## src/rtl/tty_mmio_port.sv

```systemverilog
// tty_mmio_port
// Memory-mapped bridge between the MIPS data bus and a TTY character device.
// The receive side captures TTY characters into an RX FIFO. The transmit side
// drains a TX FIFO to the TTY through the DSR/DTR strobe handshake.
//
// Ports:
//   clk, rst_n        system clock, synchronous active-low reset
//   cs, we, addr      bus request (addr 0 DATA, 1 STATUS, 2 CTRL, 3 reserved)
//   wdata, rdata      bus write data; registered read data
//   irq               level interrupt, registered
//   tty_td, tty_rts   character and "character present" strobe from the TTY
//   tty_cts           controller can accept a character
//   tty_rd, tty_dsr   character to the TTY and its one-cycle valid strobe
//   tty_dtr           TTY ready to accept a character
//
// Optional feature: define TTY_MMIO_ECHO_EN to add CTRL bit4 (echo_en), which
// copies every stored RX character into the TX FIFO.
//
// Handshake semantics: tty_rts/tty_dtr are asynchronous levels and are only
// used after SYNC_STAGES flops. A rising edge of synchronised RTS means
// "tty_td holds a new character" and it is sampled in that cycle. A character
// is sent only while synchronised DTR is high; tty_rd is driven for SETUP_CYC
// cycles before tty_dsr pulses for one cycle, then held one more cycle.
// The TX FSM state is visible as tx_state for checkers.

module tty_mmio_port #(
    parameter int DATA_W      = 8,
    parameter int RX_DEPTH    = 4,
    parameter int TX_DEPTH    = 4,
    parameter int SYNC_STAGES = 2,
    parameter int SETUP_CYC   = 2
) (
    input  logic              clk,
    input  logic              rst_n,
    input  logic              cs,
    input  logic              we,
    input  logic [1:0]        addr,
    input  logic [31:0]       wdata,
    output logic [31:0]       rdata,
    output logic              irq,
    input  logic [DATA_W-1:0] tty_td,
    input  logic              tty_rts,
    output logic              tty_cts,
    output logic [DATA_W-1:0] tty_rd,
    output logic              tty_dsr,
    input  logic              tty_dtr
);

    localparam int RX_AW = $clog2(RX_DEPTH);
    localparam int TX_AW = $clog2(TX_DEPTH);
    localparam int SET_W = (SETUP_CYC > 1) ? $clog2(SETUP_CYC) : 1;
`ifdef TTY_MMIO_ECHO_EN
    localparam int CTRL_W = 5;
`else
    localparam int CTRL_W = 4;
`endif

    typedef enum logic [1:0] {IDLE, SETUP, STROBE, HOLD} tx_state_t;
    tx_state_t tx_state;

    logic [CTRL_W-1:0]      ctrl;
    logic [SYNC_STAGES-1:0] rts_sync;
    logic [SYNC_STAGES-1:0] dtr_sync;
    logic                   rts_prev;
    logic                   rx_ovr;
    logic                   tx_drop;
    logic [SET_W-1:0]       setup_cnt;

    logic [DATA_W-1:0] rx_mem [RX_DEPTH];
    logic [RX_AW-1:0]  rx_wptr, rx_rptr;
    logic [RX_AW:0]    rx_count;
    logic [DATA_W-1:0] tx_mem [TX_DEPTH];
    logic [TX_AW-1:0]  tx_wptr, tx_rptr;
    logic [TX_AW:0]    tx_count;

    logic rx_en, tx_en, irq_rx_en, irq_tx_en;
    logic rts_edge, dtr_s;
    logic rx_valid, rx_full, tx_full, tx_empty, tx_busy;
    logic rd_cyc, data_rd, data_wr, stat_wr, ctrl_wr;
    logic rx_pop, rx_try, rx_push, rx_ovr_set;
    logic tx_push, tx_pop, tx_drop_set;
    logic [DATA_W-1:0] tx_push_data;
    logic [31:0] status, rd_mux;
    logic unused_wdata;

    assign rx_en     = ctrl[0];
    assign tx_en     = ctrl[1];
    assign irq_rx_en = ctrl[2];
    assign irq_tx_en = ctrl[3];

    assign rts_edge = rts_sync[SYNC_STAGES-1] && !rts_prev;
    assign dtr_s    = dtr_sync[SYNC_STAGES-1];

    assign rx_valid = (rx_count != '0);
    assign rx_full  = (rx_count == (RX_AW+1)'(RX_DEPTH));
    assign tx_empty = (tx_count == '0);
    assign tx_full  = (tx_count == (TX_AW+1)'(TX_DEPTH));
    assign tx_busy  = (tx_state != IDLE);

    assign rd_cyc  = cs && !we;
    assign data_rd = rd_cyc && (addr == 2'd0);
    assign data_wr = cs && we && (addr == 2'd0);
    assign stat_wr = cs && we && (addr == 2'd1);
    assign ctrl_wr = cs && we && (addr == 2'd2);

    // A pop in the same cycle as a capture frees the slot the capture needs.
    assign rx_pop     = data_rd && rx_valid;
    assign rx_try     = rts_edge && rx_en;
    assign rx_push    = rx_try && (!rx_full || rx_pop);
    assign rx_ovr_set = rx_try && !rx_push;

    assign tx_pop = (tx_state == IDLE) && tx_en && !tx_empty && dtr_s;

`ifdef TTY_MMIO_ECHO_EN
    logic echo_try;
    // The bus write owns the TX push port; a colliding echo is lost.
    assign echo_try     = ctrl[4] && rx_push;
    assign tx_push      = (data_wr || echo_try) && !tx_full;
    assign tx_push_data = data_wr ? wdata[DATA_W-1:0] : tty_td;
    assign tx_drop_set  = (data_wr && tx_full) || (echo_try && (data_wr || tx_full));
`else
    assign tx_push      = data_wr && !tx_full;
    assign tx_push_data = wdata[DATA_W-1:0];
    assign tx_drop_set  = data_wr && tx_full;
`endif

    assign unused_wdata = ^wdata;

    always_comb begin
        status       = '0;
        status[0]    = rx_valid;
        status[1]    = rx_full;
        status[2]    = tx_full;
        status[3]    = tx_empty;
        status[4]    = tx_busy;
        status[5]    = rx_ovr;
        status[6]    = tx_drop;
        status[15:8] = 8'(rx_count);
    end

    always_comb begin
        rd_mux = '0;
        case (addr)
            2'd0:    rd_mux = rx_valid ? 32'(rx_mem[rx_rptr]) : 32'd0;
            2'd1:    rd_mux = status;
            2'd2:    rd_mux = 32'(ctrl);
            default: rd_mux = '0;
        endcase
    end

    // Bus registers, synchronisers, flags and interrupt.
    always_ff @(posedge clk) begin
        if (!rst_n) begin
            ctrl     <= '0;
            rdata    <= '0;
            irq      <= 1'b0;
            tty_cts  <= 1'b0;
            rts_sync <= '0;
            dtr_sync <= '0;
            rts_prev <= 1'b0;
            rx_ovr   <= 1'b0;
            tx_drop  <= 1'b0;
        end else begin
            rts_sync <= {rts_sync[SYNC_STAGES-2:0], tty_rts};
            dtr_sync <= {dtr_sync[SYNC_STAGES-2:0], tty_dtr};
            rts_prev <= rts_sync[SYNC_STAGES-1];
            if (rd_cyc)
                rdata <= rd_mux;
            if (ctrl_wr)
                ctrl <= wdata[CTRL_W-1:0];
            // A new event in the same cycle as a clear wins.
            if (rx_ovr_set)
                rx_ovr <= 1'b1;
            else if (stat_wr && wdata[5])
                rx_ovr <= 1'b0;
            if (tx_drop_set)
                tx_drop <= 1'b1;
            else if (stat_wr && wdata[6])
                tx_drop <= 1'b0;
            tty_cts <= rx_en && !rx_full;
            irq     <= (irq_rx_en && rx_valid) || (irq_tx_en && tx_empty && !tx_busy);
        end
    end

    // FIFO storage carries no reset; the pointers and counts define validity.
    always_ff @(posedge clk) begin
        if (rx_push)
            rx_mem[rx_wptr] <= tty_td;
        if (tx_push)
            tx_mem[tx_wptr] <= tx_push_data;
    end

    always_ff @(posedge clk) begin
        if (!rst_n) begin
            rx_wptr  <= '0;
            rx_rptr  <= '0;
            rx_count <= '0;
            tx_wptr  <= '0;
            tx_rptr  <= '0;
            tx_count <= '0;
        end else begin
            if (rx_push) rx_wptr <= rx_wptr + 1'b1;
            if (rx_pop)  rx_rptr <= rx_rptr + 1'b1;
            if (rx_push && !rx_pop)      rx_count <= rx_count + 1'b1;
            else if (!rx_push && rx_pop) rx_count <= rx_count - 1'b1;
            if (tx_push) tx_wptr <= tx_wptr + 1'b1;
            if (tx_pop)  tx_rptr <= tx_rptr + 1'b1;
            if (tx_push && !tx_pop)      tx_count <= tx_count + 1'b1;
            else if (!tx_push && tx_pop) tx_count <= tx_count - 1'b1;
        end
    end

    // Transmit sequencer: load, hold tty_rd for SETUP_CYC, strobe, hold.
    always_ff @(posedge clk) begin
        if (!rst_n) begin
            tx_state  <= IDLE;
            setup_cnt <= '0;
            tty_rd    <= '0;
            tty_dsr   <= 1'b0;
        end else begin
            case (tx_state)
                IDLE: begin
                    if (tx_pop) begin
                        tty_rd    <= tx_mem[tx_rptr];
                        setup_cnt <= '0;
                        tx_state  <= SETUP;
                    end
                end
                SETUP: begin
                    if (setup_cnt == SET_W'(SETUP_CYC - 1)) begin
                        tty_dsr  <= 1'b1;
                        tx_state <= STROBE;
                    end else begin
                        setup_cnt <= setup_cnt + 1'b1;
                    end
                end
                STROBE: begin
                    tty_dsr  <= 1'b0;
                    tx_state <= HOLD;
                end
                HOLD: begin
                    tx_state <= IDLE;
                end
                default: begin
                    tty_dsr  <= 1'b0;
                    tx_state <= IDLE;
                end
            endcase
        end
    end

endmodule

```

## config.mk

```make
export PLATFORM = sky130hd
export DESIGN_NAME = tty_mmio_port
export DESIGN_NICKNAME = d
export VERILOG_FILES = /design/src/rtl/tty_mmio_port.sv
export SDC_FILE = /design/constraint.sdc
export NUM_CORES = 1
export LEC_CHECK = 0
export ABC_AREA = 1
export BUFFER_PORTS_ARGS = -buffer_cell sky130_fd_sc_hd__buf_4
export CAP_MARGIN = 20
export CELL_PAD_IN_SITES_DETAIL_PLACEMENT = 1
export CELL_PAD_IN_SITES_GLOBAL_PLACEMENT = 1
export CORE_AREA = 5 5 91 136
export DETAILED_ROUTE_END_ITERATION = 7
export DIE_AREA = 0 0 96 141
export PLACE_DENSITY = 0.92
export SYNTH_ARGS = -nofsm -noshare
export SYNTH_HDL_FRONTEND = slang
export SYNTH_SLANG_ARGS = --single-unit
```

## constraint.sdc

```tcl
create_clock -name clk -period 2.95 [get_ports clk]
set_input_delay 0.4425 -clock clk [delete_from_list [all_inputs] [get_ports clk]]
set_output_delay 0.4425 -clock clk [all_outputs]
set_load 0.005 [all_outputs]
```

==> results.md <==
- For the worst setup path, the data required time is 3.25 ns.
- The vertical die dimension is 141 um.
- The hold violation total from the final report is 0.
- The total power density per cell area is 715 nW/um2.
- The kind of end point of the critical path is a flop.
- Clock tree synthesis selected as its root buffer the cell sky130_fd_sc_hd__clkbuf_16.
- The DRC violations left is 0.
- The die span in x is 96 um.
- Of the cells placed in the final design, the portion with a size suffix greater than 1 is 18.0%.
- The full die area is 13,500 um2.
- The register clock-pin slew on the reported worst setup and hold paths is 0.06 ns.
- The cell area after synthesis is 4980 um2.
- The post-synthesis to final-layout area growth is 20.0%.
- The number of search-and-repair iterations in the first detailed-routing pass is 4.
- Setup repair after global routing left no endpoint under its margin.
- Counting I/O delays and the setup requirement, the final critical path takes 2.45 ns.
- The post-placement cell count is 679.
- Entering global routing, the biggest net connects 27 pins.
- The initialized floorplan defines 48 standard-cell rows.
- The final setup skew is 0.00715 ns.
- In this run the remaining antenna-violating nets after routing total 0.
- The number of antenna violations at the first check in global routing is 0.
- The number of max-cap violations is 0.
- Power comes to 0.00427 W.
- The starting density of the core is 44.6%.
- The count of warnings emitted by yosys is 0.
- The post-detailed-routing wire length is 14.0 mm.
- Clock latency on the worst-skew pair, taken at its later pin, is 0.42 ns.
- The mean post-synth cell area is 9.96 um2.
- After synthesis the netlist holds a flip-flop and latch count of 116.
- Global routing consumed, over all layers together, 21.9% of the routing resources.
- The top-level port count is 91.
- Detailed routing placed a total of 619 um of wire on met3.
- The global placer's final weighted congestion is 0.802.
- After the flow finishes, the layout carries non-filler instances totaling 711.
- At the pin with the least slew margin, the transition time is 0.859 ns.
- The total via count in the routed design is 3,751.
- The wire length per cell after detailed routing is 19.7 um.
- The net count of the finished layout is 612.
- Hold repair after CTS inserted 0 buffers.
- The maximum level of the CTS H-tree is 4.
- The share of the cycle needed by the critical path after routing is 83.0%.
- The region available for standard cell placement spans 11,200 um2.
- In this run the worst setup path begins at rx_count[0].
- Global routing finished with a remaining overflow of 0.
- After the first detailed-routing iteration, the DRC count stood at 137.
- 0 antenna diodes ended up in the layout.
- The end point of the critical path is rx_count[2].
- The total negative slack is 0 ns.
- The kind of launch point of the worst setup path is a flop.
- The worst endpoint data arrival time is 2.75 ns.
- The post-cts resize count is 0.
- Of all nets on the critical path, the largest fanout is 5.
- The buffers inserted during post-CTS setup optimization is 0.
- The number of clock sinks seen by CTS is 116.
- The detailed router put a total of 4.69 mm of wire on met1.
- The sequential cell area fraction in the yosys report is 59.5%.
- Setup violations remaining at the end of the flow were counted as 0.
- The maximum count of clock buffers along a single path is 2.
- The highest clock rate is 0.409 GHz.
- The count of mapped cells out of synthesis is 500.
- The leakage dissipation is 2.40 nW.
- The endpoint identified for the worst register-to-register timing path is rx_count[2].
- The CTS tree is yes.
- The uppermost layer routed is met4.
- In this run the critical register-to-register path is launched from rx_count[0].
- The class of the worst hold path is in -> reg.
- The worst supply voltage drop on vdd is 0.569 mV.
- The worst register-to-register path has a setup slack of 0.50 ns.
- The worst-case reg-to-reg path depth is 15.
- The met2 wire length is 8.19 mm.
- The max-slew violation count is 0.
- The number of global-route vias before repair is 4,184.
- The run finished with clean final reports.
- In the final layout, flip-flops and latches occupy 2960 um2.
- The number of buffers added on ports is 45.
- Dividing the detail-routed via count by the number of cells gives 5.28.
- The worst pin sits at a relative slew slack of 42.5%.
- The worst-case setup margin in the final layout is 0.503 ns.
- The multi-input logic area is 1650 um2.
- The first global-routing pass estimated 21.9 mm of wire.
- The distinct cell type count of the synthesized netlist is 37.
- The number of clock buffers added by TritonCTS is 17.
- At the placement stage, the worst setup path has a slack of 0.473 ns.
- After legalization and detailed placement, the total HPWL measured 9.10 mm.
- The number of fill cells is 1,259.
- By startpoint and endpoint, the worst setup path is classified as reg -> reg.
[cells in the final DEF (no fill, tap or decap), types with 4 or more instances in the layout]
master	count
sky130_fd_sc_hd__clkinvlp_4	4
sky130_fd_sc_hd__conb_1	21
sky130_fd_sc_hd__nand2_4	4
sky130_fd_sc_hd__nand3_1	9
sky130_fd_sc_hd__nor2_1	82
sky130_fd_sc_hd__inv_2	5
sky130_fd_sc_hd__o21ai_0	38
sky130_fd_sc_hd__edfxtp_1	64
sky130_fd_sc_hd__nand2_1	72
sky130_fd_sc_hd__clkbuf_16	17
sky130_fd_sc_hd__a22oi_1	5
sky130_fd_sc_hd__dfxtp_1	52
sky130_fd_sc_hd__inv_1	36
sky130_fd_sc_hd__a21oi_1	47
sky130_fd_sc_hd__o22ai_1	4
sky130_fd_sc_hd__bufinv_16	5
sky130_fd_sc_hd__ha_1	14
sky130_fd_sc_hd__buf_4	46
[cells by family after synthesis]
| group | count (synthesis) | synth area share (%) |
|---|---|---|
| other | 1 | 0.0753 |
| adder cells (fa/ha/maj) | 16 | 4.32 |
| buffers and inverters | 81 | 8.82 |
| flip-flops | 116 | 59.5 |
| AND/OR/NAND/NOR | 185 | 16.4 |
| AO/OA/AOI/OAI | 101 | 10.8 |
[cell type report]
type | instances | area share, %
inverters | 44 | 2.87
multi-input cells | 323 | 27.6
flip-flops and latches | 116 | 49.6
well taps | 150 | 3.14
clock inverters | 15 | 3.83
clock buffers | 17 | 7.12
repair buffers | 46 | 5.78
[Yosys cell counts (all sizes together)]
master / n / share of area [%]
a211oi: 1 / 0.15
a21boi: 1 / 0.15
a21oi: 47 / 4.7
a22oi: 6 / 1.0
buf: 32 / 5.0
clkbuf: 5 / 0.40
clkinv: 1 / 0.10
conb: 1 / 0.075
dfxtp: 52 / 21
edfxtp: 64 / 39
fa: 2 / 0.80
ha: 14 / 3.5
inv: 43 / 3.3
nand2: 78 / 6.6
nand3: 11 / 1.5
nand3b: 3 / 0.45
nand4: 3 / 0.50
nor2: 86 / 7.0
nor3: 3 / 0.30
nor3b: 1 / 0.15
o21ai: 42 / 4.3
o22ai: 4 / 0.50
[metal layers]
layer / vias up / track usage [%]
met5: - / 0
li1: 1722 / -
met1: 1866 / 20.4
met2: 114 / 42.4
met4: 0 / 10.3
met3: 49 / 5.18
[metrics by stage]
stage	util (%)	hold WS (ns)	instance area, um2
6_report	53.5	0.205	5970
5_1_grt	53.5	0.216	5970
4_1_cts	53.5	0.203	5970
3_5_place_dp	47.6	0.418	5320
3_3_place_gp	47.6	0.403	5320
2_1_floorplan	-	0.390	5050
[critical path, cell delays in order, from the launching register on]
cell and delay, ns:
sky130_fd_sc_hd__dfxtp_1 0.41, sky130_fd_sc_hd__inv_2 0.10, sky130_fd_sc_hd__nand3_4 0.13, sky130_fd_sc_hd__nand2_4 0.08
sky130_fd_sc_hd__inv_4 0.10, sky130_fd_sc_hd__nand2_4 0.07, sky130_fd_sc_hd__nand2_4 0.09, sky130_fd_sc_hd__nand2_4 0.07
sky130_fd_sc_hd__inv_4 0.08, sky130_fd_sc_hd__ha_1 0.17, sky130_fd_sc_hd__inv_1 0.08, sky130_fd_sc_hd__fa_1 0.39
sky130_fd_sc_hd__a21oi_1 0.16, sky130_fd_sc_hd__o21ai_0 0.13, sky130_fd_sc_hd__o21ai_0 0.19, sky130_fd_sc_hd__a21oi_1 0.08
[worst min path at each step]
stage                           start           to  slack [ns]  cells after the start
after global placement    dtr_sync[0]  dtr_sync[1]        0.40                      2
after CTS                     tty_rts  rts_sync[0]        0.20                      3
after floorplan           dtr_sync[0]  dtr_sync[1]        0.39                      2
final                         tty_rts  rts_sync[0]        0.20                      3
after global routing          tty_dtr  dtr_sync[0]        0.22                      3
after detailed placement  dtr_sync[0]  dtr_sync[1]        0.42                      2
[flip-flops by register name, indices dropped and copies added, names as in the netlist, named ones only]
register / cells
tx_rptr: 2
rx_rptr: 2
rx_wptr: 2
tx_count: 3
dtr_sync: 2
tx_drop: 1
rx_count: 3
ctrl: 4
tty_dsr: 1
rx_ovr: 1
tty_rd: 8
setup_cnt: 1
rx_mem: 32
tx_wptr: 2
tx_state: 2
rdata: 11
tty_cts: 1
rts_prev: 1
tx_mem: 32
rts_sync: 2
irq: 1
[power breakdown]
group	internal [W]	switching, W
sequential	0.00173	0.0000203
combinational	0.0000789	0.000151
clock	0.00150	0.000786
total	0.00331	0.000957
Note: power is estimated with default switching activity, not from simulation.
